`src/rtl/obstacle_spawner.sv`:
```
// Obstacle table writer: advances every active obstacle toward the player on
// each frame tick, retires the ones that pass, and spawns new ones into free
// slots with a pseudo-random lane taken from a free-running Galois LFSR.

package data_pkg;

    // One entry of the obstacle table shared with the collision logic.
    typedef struct packed {
        logic        active;
        logic [1:0]  lane;
        logic [10:0] position;
    } obstacle;

endpackage

module obstacle_spawner #(
    parameter logic [10:0] SPAWN_POS  = 11'd1200,
    parameter logic [4:0]  SPAWN_PROB = 5'd16,
    parameter logic [15:0] SEED       = 16'hACE1
) (
    input  logic                     system_clock_in,
    input  logic                     reset_n,
    input  logic                     tick,
    input  logic                     enable,
    input  logic                     restart,
    input  logic [3:0]               speed,
    input  logic [7:0]               spawn_interval,
    output data_pkg::obstacle [9:0]  obstacles,
    output logic                     spawned,
    output logic                     spawn_dropped,
    output logic [3:0]               active_count
);

    import data_pkg::*;

    localparam int          NUM_SLOTS = 10;
    localparam logic [15:0] LFSR_TAPS = 16'hB400;
    // An all-zero seed would lock the LFSR at zero forever.
    localparam logic [15:0] SEED_EFF  = (SEED == 16'h0000) ? 16'hACE1 : SEED;

    logic [15:0]          lfsr;
    logic [15:0]          lfsr_next;
    logic [7:0]           gap;
    logic [7:0]           gap_next;

    logic                 update;
    logic                 due;
    logic                 prob_ok;
    logic                 attempt;
    logic                 free_found;
    logic [3:0]           free_idx;
    logic [1:0]           spawn_lane;
    logic                 do_spawn;
    logic                 do_drop;
    obstacle [9:0]        table_next;
    logic [3:0]           count_next;

    // Galois step: shift right, fold the tap mask back in when a one drops out.
    always_comb begin
        lfsr_next = {1'b0, lfsr[15:1]};
        if (lfsr[0]) begin
            lfsr_next = lfsr_next ^ LFSR_TAPS;
        end
    end

    // Spawn decision: due/probability gating and lowest free slot before retirements.
    always_comb begin
        update     = tick & enable;
        due        = (gap >= spawn_interval);
        prob_ok    = ({1'b0, lfsr[7:4]} < SPAWN_PROB);
        attempt    = update & due & prob_ok;
        free_found = 1'b0;
        free_idx   = 4'd0;
        for (int i = NUM_SLOTS - 1; i >= 0; i--) begin
            if (!obstacles[i].active) begin
                free_found = 1'b1;
                free_idx   = 4'(i);
            end
        end
        do_spawn   = attempt & free_found;
        do_drop    = attempt & ~free_found;
        // Lane 3 does not exist on the playfield; fold it onto the middle lane.
        spawn_lane = (lfsr[1:0] == 2'd3) ? 2'd1 : lfsr[1:0];
    end

    // Next table: move and retire active slots, then drop the new obstacle in.
    always_comb begin
        table_next = obstacles;
        for (int i = 0; i < NUM_SLOTS; i++) begin
            if (obstacles[i].active && (speed != 4'd0)) begin
                if (obstacles[i].position <= {7'd0, speed}) begin
                    table_next[i].active   = 1'b0;
                    table_next[i].position = 11'd0;
                end else begin
                    table_next[i].position = obstacles[i].position - {7'd0, speed};
                end
            end
        end
        // The target slot was inactive, so the move step above left it alone;
        // the fresh obstacle therefore does not advance on its spawn tick.
        if (do_spawn) begin
            table_next[free_idx].active   = 1'b1;
            table_next[free_idx].lane     = spawn_lane;
            table_next[free_idx].position = SPAWN_POS;
        end
    end

    // Population count of the updated table and the next gap counter value.
    always_comb begin
        count_next = 4'd0;
        for (int i = 0; i < NUM_SLOTS; i++) begin
            count_next = count_next + {3'd0, table_next[i].active};
        end
        if (do_spawn) begin
            gap_next = 8'd0;
        end else if (gap < spawn_interval) begin
            gap_next = gap + 8'd1;
        end else begin
            gap_next = gap;
        end
    end

    // LFSR runs every cycle; restart deliberately leaves it alone.
    always_ff @(posedge system_clock_in or negedge reset_n) begin
        if (!reset_n) begin
            lfsr <= SEED_EFF;
        end else begin
            lfsr <= lfsr_next;
        end
    end

    // Table, gap counter and status outputs; only an enabled tick changes them.
    always_ff @(posedge system_clock_in or negedge reset_n) begin
        if (!reset_n) begin
            obstacles     <= '0;
            gap           <= 8'd0;
            spawned       <= 1'b0;
            spawn_dropped <= 1'b0;
            active_count  <= 4'd0;
        end else if (restart) begin
            obstacles     <= '0;
            gap           <= 8'd0;
            spawned       <= 1'b0;
            spawn_dropped <= 1'b0;
            active_count  <= 4'd0;
        end else if (update) begin
            obstacles     <= table_next;
            gap           <= gap_next;
            spawned       <= do_spawn;
            spawn_dropped <= do_drop;
            active_count  <= count_next;
        end else begin
            spawned       <= 1'b0;
            spawn_dropped <= 1'b0;
        end
    end

endmodule

```
`config.mk`:
```
export PLATFORM = sky130hd
export DESIGN_NAME = obstacle_spawner
export DESIGN_NICKNAME = d
export VERILOG_FILES = /design/src/rtl/obstacle_spawner.sv
export SDC_FILE = /design/constraint.sdc
export NUM_CORES = 1
export LEC_CHECK = 0
export BUFFER_PORTS_ARGS = -buffer_cell sky130_fd_sc_hd__buf_2
export CAP_MARGIN = 20
export CORE_ASPECT_RATIO = 1.2
export CORE_UTILIZATION = 53
export CTS_CLUSTER_DIAMETER = 50
export DETAILED_ROUTE_END_ITERATION = 6
export GPL_TIMING_DRIVEN = 1
export PLACE_DENSITY = 0.88
export SYNTH_ARGS = -nofsm -noshare
export SYNTH_HDL_FRONTEND = slang
export SYNTH_SLANG_ARGS = --single-unit
```
`constraint.sdc`:
```
create_clock -name system_clock_in -period 4.35 [get_ports system_clock_in]
set_clock_uncertainty 0.05 [all_clocks]
set_input_delay 0.6525 -clock system_clock_in [delete_from_list [all_inputs] [get_ports system_clock_in]]
set_output_delay 0.6525 -clock system_clock_in [all_outputs]
set_load 0.01 [all_outputs]
```
==> impl_metrics.toml, run 1 <==
[pwr]
comb_power_share = 0.103
power_density_nw_per_um2 = 243
sw_frac_of_total = 0.288
seq_power_share = 0.453
intPower_uw = 2490
switchingPower_uw = 1010
irDropWorstVdd_mv = 0.282
clkPwrFrac = 0.445
leakage_uw = 0.00678

[drt]
drc = 1
ant_nets = 0
post_drt_wl_per_cell_um = 20.7
via_per_inst = 6.56
drt_iter0_markers = 1480
first_pass_iters = 7
wirelength_mm = 38.2
vias = 12069

[worst_setup_path]
r2r_slack_ns = 0.02
worstPathMaxFanout = 3
required_ns = 4.62
slowest_stage = "fa_1"
critPathArrivalTime_ns = 4.63
critPathMaxStageDelay_ns = 0.50
criticalPathCategory = "in2reg"
crit_chain = "buf_4 > clkinvlp_4 > buf_12 > ha_4 > nand4_1 > a2111oi_4 > nand2_1 > o21ai_1 > nand2_1 > fa_1 > fa_1 > inv_1 > fa_1 > inv_2 > ha_4 > inv_2 > fa_1 > nor2_1 > a21oi_1 > nor2_1"
worstSetupEndpointType = "flip-flop"
critPathLaunchType = "input pin"
worst-path-buf-inv = 6
crit_family = "adder cells"
crit_top_cell = "fa_1"

[grt]
grt_pass1_vias = 11580
gr-usage-all-layers = 0.356
grt_max_degree = 92
grt_first_pass_wirelength_mm = 60.0
grt.overflow.total = 0
antenna_found_initial = 0

[logic_synthesis]
synthMuxAreaShare = 0.00950
synth.most_common_cell = "dfrtp_1"
synth_seq_cells = 170
synth_simple_gate_area_frac = 0.202
yosysTopAreaCellShare = 0.367
synth-edff-count = 0
synth_top_family_by_area = "compound AO/OA/AOI/OAI gates"
synth_nets = 1323
synthArstFlopShare = 1.00
synthTopCellsByCount = "162 x dfrtp_1, 115 x nand2_1, 109 x a21oi_1, 95 x nor2_1, 81 x inv_1"
synth.avg_cell_area_um2 = 8.93
synth-adder-area-share = 0.0867
synth_top_flop_cell = "dfrtp_1"
synth_compound_area_frac = 0.246
synth_top_area_cell = "dfrtp_1"
synth_cell_types = 84
yosysSeqAreaShare = 0.386
synth_warnings = 0
netlist_area_um2 = 11100
syn_inst = 1239
synth_top_cells_by_area = "dfrtp_1 37%, ha_1 5.8%, a21oi_1 4.9%"
synth_xor_xnor_area_share = 0.0206

[sta]
slew_headroom = 0.332
rsz0062_at_grt = "true"
timing.final.crit_share = 1.00
worst-slew-pin-transition_ns = 1.00
timing.hold.ws_ns = 0.241
setup_violations = 1
max_freq_mhz = 229
timing_hold_violations_final = 0
worst_slack_ns = -0.00735
fin_crit_ns = 4.36
finalSetupTns_ns = -0.00735
finalMaxSlewViolations = 0

[layout]
drive_gt1_frac = 0.300
fin_nets = 1647
num_antenna_cells = 0
num-fill-cells = 1463
fin_util = 0.708
synthToLayoutAreaGrowth_pct = 30.2
final_area_um2 = 14400

[floorplanning]
core_area_um2 = 20300
die-area_um2 = 21400
rows = 57
die_height_um = 160
initial_core_util = 0.544
die_w_um = 134
ioPinCount = 163

[cts]
clk_latency_ns = 0.45
htree_levels = 4
cts_max_path_buffers = 2
numClockSinks = 170
path_clk_slew_ns = 0.07
clockRootBuffer = "clkbuf_16"
cts_tree = "done"
cts_made_buffers = 17

[placed_design]
dp_slack_ns = -0.609
dpl_cell_area_um2 = 13300
globalplace.congestion = 0.967
hpwlAfterDp_mm = 25.8
portBuffers = 162

[status]
failed_checks = "design-rule violations, negative setup slack"
outcome = "complete, but fails checks"

[min_path]
min_path_type = "in2async"

[flow_run]
cap_violations = 0
-- layout make-up --
| cell class | count | area, um2 | area share |
|---|---|---|---|
| repair buffers | 358 | 2370 | 0.165 |
| flip-flops and latches | 170 | 4260 | 0.296 |
| well taps | 265 | 332 | 0.0230 |
| inverters | 81 | 315 | 0.0219 |
| multi-input cells | 935 | 6520 | 0.453 |
| clock buffers | 17 | 425 | 0.0295 |
| clock inverters | 15 | 174 | 0.0121 |
-- worst register-to-register path, delay by kind of cell (launching register included) --
kind                       cells  cell delay [ns]
AOI/OAI and AO/OA              4             0.81
and+or+nand+nor                4             0.33
DFF                            1             0.43
buffers and inverters          4             0.33
adders and majority gates      6             2.28
-- power by group through the flow --
stage | clock network (uW) | logic (uW) | registers [uW]
floorplan | 0 | 166 | 1610
finish | 1560 | 359 | 1580
detailed placement | 0 | 313 | 1610
global placement | 0 | 304 | 1610
global route | 1630 | 384 | 1580
CTS | 1560 | 329 | 1580
-- flip-flops by register name, indices dropped and copies added (netlist names) --
name,flops
spawn_dropped,1
spawned,1
gap,8
lfsr,16
obstacles,140
active_count,4
-- layout by cell type (no fill, tap or decap), types with 8 or more instances in the layout --
| cell type | netlist | final |
|---|---|---|
| buf_4 | 5 | 191 |
| nand3_1 | 35 | 34 |
| dfstp_2 | 8 | 8 |
| clkbuf_16 | 0 | 17 |
| xor2_1 | 9 | 9 |
| nand3b_1 | 10 | 10 |
| a211o_1 | 8 | 8 |
| o21ai_0 | 66 | 62 |
| or3_1 | 12 | 12 |
| inv_1 | 81 | 76 |
| dfrtp_1 | 162 | 162 |
| buf_2 | 8 | 157 |
| ha_1 | 51 | 37 |
| o31ai_1 | 8 | 8 |
| ha_4 | 0 | 14 |
| a21o_1 | 22 | 22 |
| nor4_1 | 20 | 20 |
| xnor2_1 | 17 | 17 |
| o211ai_1 | 8 | 8 |
| fa_1 | 16 | 16 |
| nand4_1 | 31 | 31 |
| a22o_1 | 14 | 14 |
| a21oi_1 | 109 | 108 |
| o21a_1 | 17 | 16 |
| o32ai_1 | 34 | 34 |
| nand2_1 | 115 | 112 |
| nor2_1 | 95 | 91 |
| a211oi_1 | 13 | 12 |
| nor3_1 | 29 | 29 |
| a31oi_1 | 24 | 24 |
| nand2b_1 | 22 | 22 |
-- metal layers --
metal  up-vias  share of wire  wire (um)  GRT usage
met5         -              0          0          0
met4         0          0.057       2160      0.190
met3       194           0.10       3880     0.0660
met2       881           0.48      18300      0.582
met1      5725           0.36      13800      0.444
li1       5269              -          -          -
-- metrics by stage --
step | instances | total power (uW)
after global placement | 1781 | 1920
after CTS | 1827 | 3470
final | 1841 | 3500
after detailed placement | 1781 | 1930
after global routing | 1841 | 3600
after floorplan | 1239 | 1780
-- kinds of logic after synthesis --
kind of cell | count (synthesis)
AO/OA/AOI/OAI | 402
XOR/XNOR | 26
adder cells (fa/ha/maj) | 67
buffers and inverters | 134
flip-flops | 170
multiplexers | 10
AND/OR/NAND/NOR | 430
-- what timing repair did --
item | CTS | global route
pin swaps | 5 | 17
gates resized for setup | 16 | 29
setup buffers | 14 | 15
setup endpoints to repair | 2 | 3
hold buffers | 0 | 0
-- worst paths after layout --
path / start / endpoint / cells after the start
min reg2reg: lfsr[9] / lfsr[8] / 0
min in group system_clock_in: lfsr[9] / lfsr[8] / 0
min: reset_n / obstacles[62] / 1
max in group asynchronous: reset_n / lfsr[10] / 2
max: speed[3] / active_count[1] / 20
max reg2reg: gap[1] / active_count[1] / 18
Power figures use the tool's default switching activity.
==> run 2, diff against run 1 <==
- CORE_UTILIZATION: 53 -> 60
- CTS_BUF_LIST: default -> sky130_fd_sc_hd__clkbuf_2 sky130_fd_sc_hd__clkbuf_4 sky130_fd_sc_hd__clkbuf_8
- PLACE_DENSITY: 0.88 -> 0.93
- clock period: 4.35 -> 4.4 ns (I/O delays scaled with it)
==> run 2 against run 1 <==
The flow still finishes with violations (design-rule violations, negative setup slack). Critical path depth stayed put. Power is 12% lower. Sequential power hardly changed. First-iteration DRC count is 18% higher. Clock-buffer cell count stayed put. Clock power is 25% lower. Worst hold slack worse by 0.18 ns. Setup slack worse by 0.50 ns. Highest routed layer unchanged.
==> impl_metrics.toml, run 2 (synthesis gave the netlist of run 1 again) <==
[drt]
wirelength_mm = 41.5
m1WireLength_mm = 14.4
drc = 33
drt_iter0_markers = 1753
routed.top_layer = "met4"
wl_met2_mm = 18.8
first_pass_iters = 7
dr_wl_met3_mm = 5.08
ant_nets = 0
post_drt_wl_per_cell_um = 23.0
via_per_inst = 7.02
vias = 12637

[layout]
drive_gt1_frac = 0.301
num_antenna_cells = 0
largest_reg_flops = 140
num-fill-cells = 1108
final_area_um2 = 14100
layout_commonest_cell = "buf_4"
layout_common_cells = "186 x buf_4, 159 x dfrtp_1, 157 x buf_2, 113 x nand2_1, 104 x a21oi_1"
fin_nets = 1648
synthToLayoutAreaGrowth_pct = 27.6
top_register = "obstacles"
multi_input_area_um2 = 6470
seq_area_um2 = 4270
top_regs = "obstacles: 140 flops, lfsr: 16 flops, gap: 8 flops"

[sta]
rsz0062_at_grt = "true"
max_freq_mhz = 204
finalMaxSlewViolations = 0
setup_violations = 7
timing_hold_violations_final = 0
worst-slew-pin-transition_ns = 1.10
worst_slack_ns = -0.512
slew_headroom = 0.255
timing.final.crit_share = 1.12
fin_crit_ns = 4.91

[worst_setup_path]
critPathArrivalTime_ns = 5.30
cp-endpoint = "active_count[1]"
worstSetupEndpointType = "flip-flop"
criticalPathCategory = "in2reg"
critPathLaunchType = "input pin"
required_ns = 4.79
r2r_slack_ns = -0.49
startpoint = "speed[1]"
worstPathMaxFanout = 4
rr_endpoint = "active_count[1]"
reg2reg_from = "obstacles[49]"
r2r_cells = 16

[min_path]
min_path_type = "in2async"

[cts]
clk_latency_ns = 0.51
numClockSinks = 170
cts_max_path_buffers = 2
clockRootBuffer = "clkbuf_8"
path_clk_slew_ns = 0.10
cts_made_buffers = 17
htree_levels = 4
cts_tree = "done"
hold_buffers = 0

[pwr]
irDropWorstVdd_mv = 0.214
power_density_nw_per_um2 = 219
power_uw = 3090
leakage_uw = 0.00669

[floorplanning]
ioPinCount = 163
initial_core_util = 0.611
die_height_um = 151
rows = 54
die_w_um = 126
core_area_um2 = 18100
die-area_um2 = 19000

[grt]
gr-usage-all-layers = 0.417
grt.overflow.total = 0
grt_pass1_vias = 11696
antenna_found_initial = 0
grt_max_degree = 107
grt_first_pass_wirelength_mm = 60.8

[placed_design]
hpwlAfterDp_mm = 26.2
portBuffers = 162
globalplace.congestion = 0.981
dpl_cell_area_um2 = 13200

[flow_run]
cap_violations = 0

[status]
failed_checks = "design-rule violations, negative setup slack"
outcome = "complete, but fails checks"
## run 2: worst min-delay path by stage
stage                          to  slack [ns]
finish              obstacles[62]        0.06
detailed placement        lfsr[2]        0.29
global placement          lfsr[1]        0.28
CTS                 obstacles[62]         0.1
global route        obstacles[62]        0.13
floorplan                 lfsr[1]        0.28
## run 2: through the flow
stage          hold slack (ns)  setup TNS (ns)  utilization  setup slack, ns  instances
6_report                0.0598           -1.35        0.779           -0.512       1801
4_1_cts                 0.0992         -0.0264        0.768          -0.0264       1792
3_3_place_gp             0.283           -1.00        0.729           -0.447       1729
5_1_grt                  0.128           -1.56        0.779           -0.534       1801
2_1_floorplan            0.281           -2.07            -           -0.713       1239
3_5_place_dp             0.286           -1.58        0.729           -0.617       1729
## run 2: final cells by class
cell class / instances / area share
timing repair buffer: 359 / 0.169
multi-input combinational: 935 / 0.459
tap: 224 / 0.0199
clock buffer: 17 / 0.0166
inverter: 81 / 0.0223
clock inverter: 15 / 0.0111
sequential: 170 / 0.302
## run 2: power by group
group	leakage (uW)	internal, uW	switching [uW]
sequential	0.00234	1560	2.35
clock	0.000190	470	697
combinational	0.00416	128	229
## run 2: per-layer routing
metal  vias up  global-route usage
met5         -                   0
met4         0               0.305
met3       344               0.113
met2      1136               0.661
met1      5890               0.489
li1       5267                   -
## run 2: critical path: stages
cell,delay (ns)
buf_8,0.08
clkinvlp_4,0.10
buf_6,0.17
ha_4,0.28
nand4_1,0.21
a2111oi_4,0.43
nand2_1,0.15
o21ai_2,0.16
nand2_1,0.21
fa_1,0.61
fa_1,0.58
inv_2,0.05
fa_2,0.58
inv_2,0.06
ha_4,0.17
inv_2,0.06
fa_1,0.43
nor2_2,0.17
a21oi_2,0.04
nor2_1,0.10
## run 2: repair_timing
| item | in CTS | in global routing |
|---|---|---|
| resized for setup | 16 | 36 |
| hold endpoints to repair | 0 | 0 |
| pin swaps | 8 | 19 |
| setup buffers | 31 | 12 |
| setup endpoints to repair | 1 | 8 |
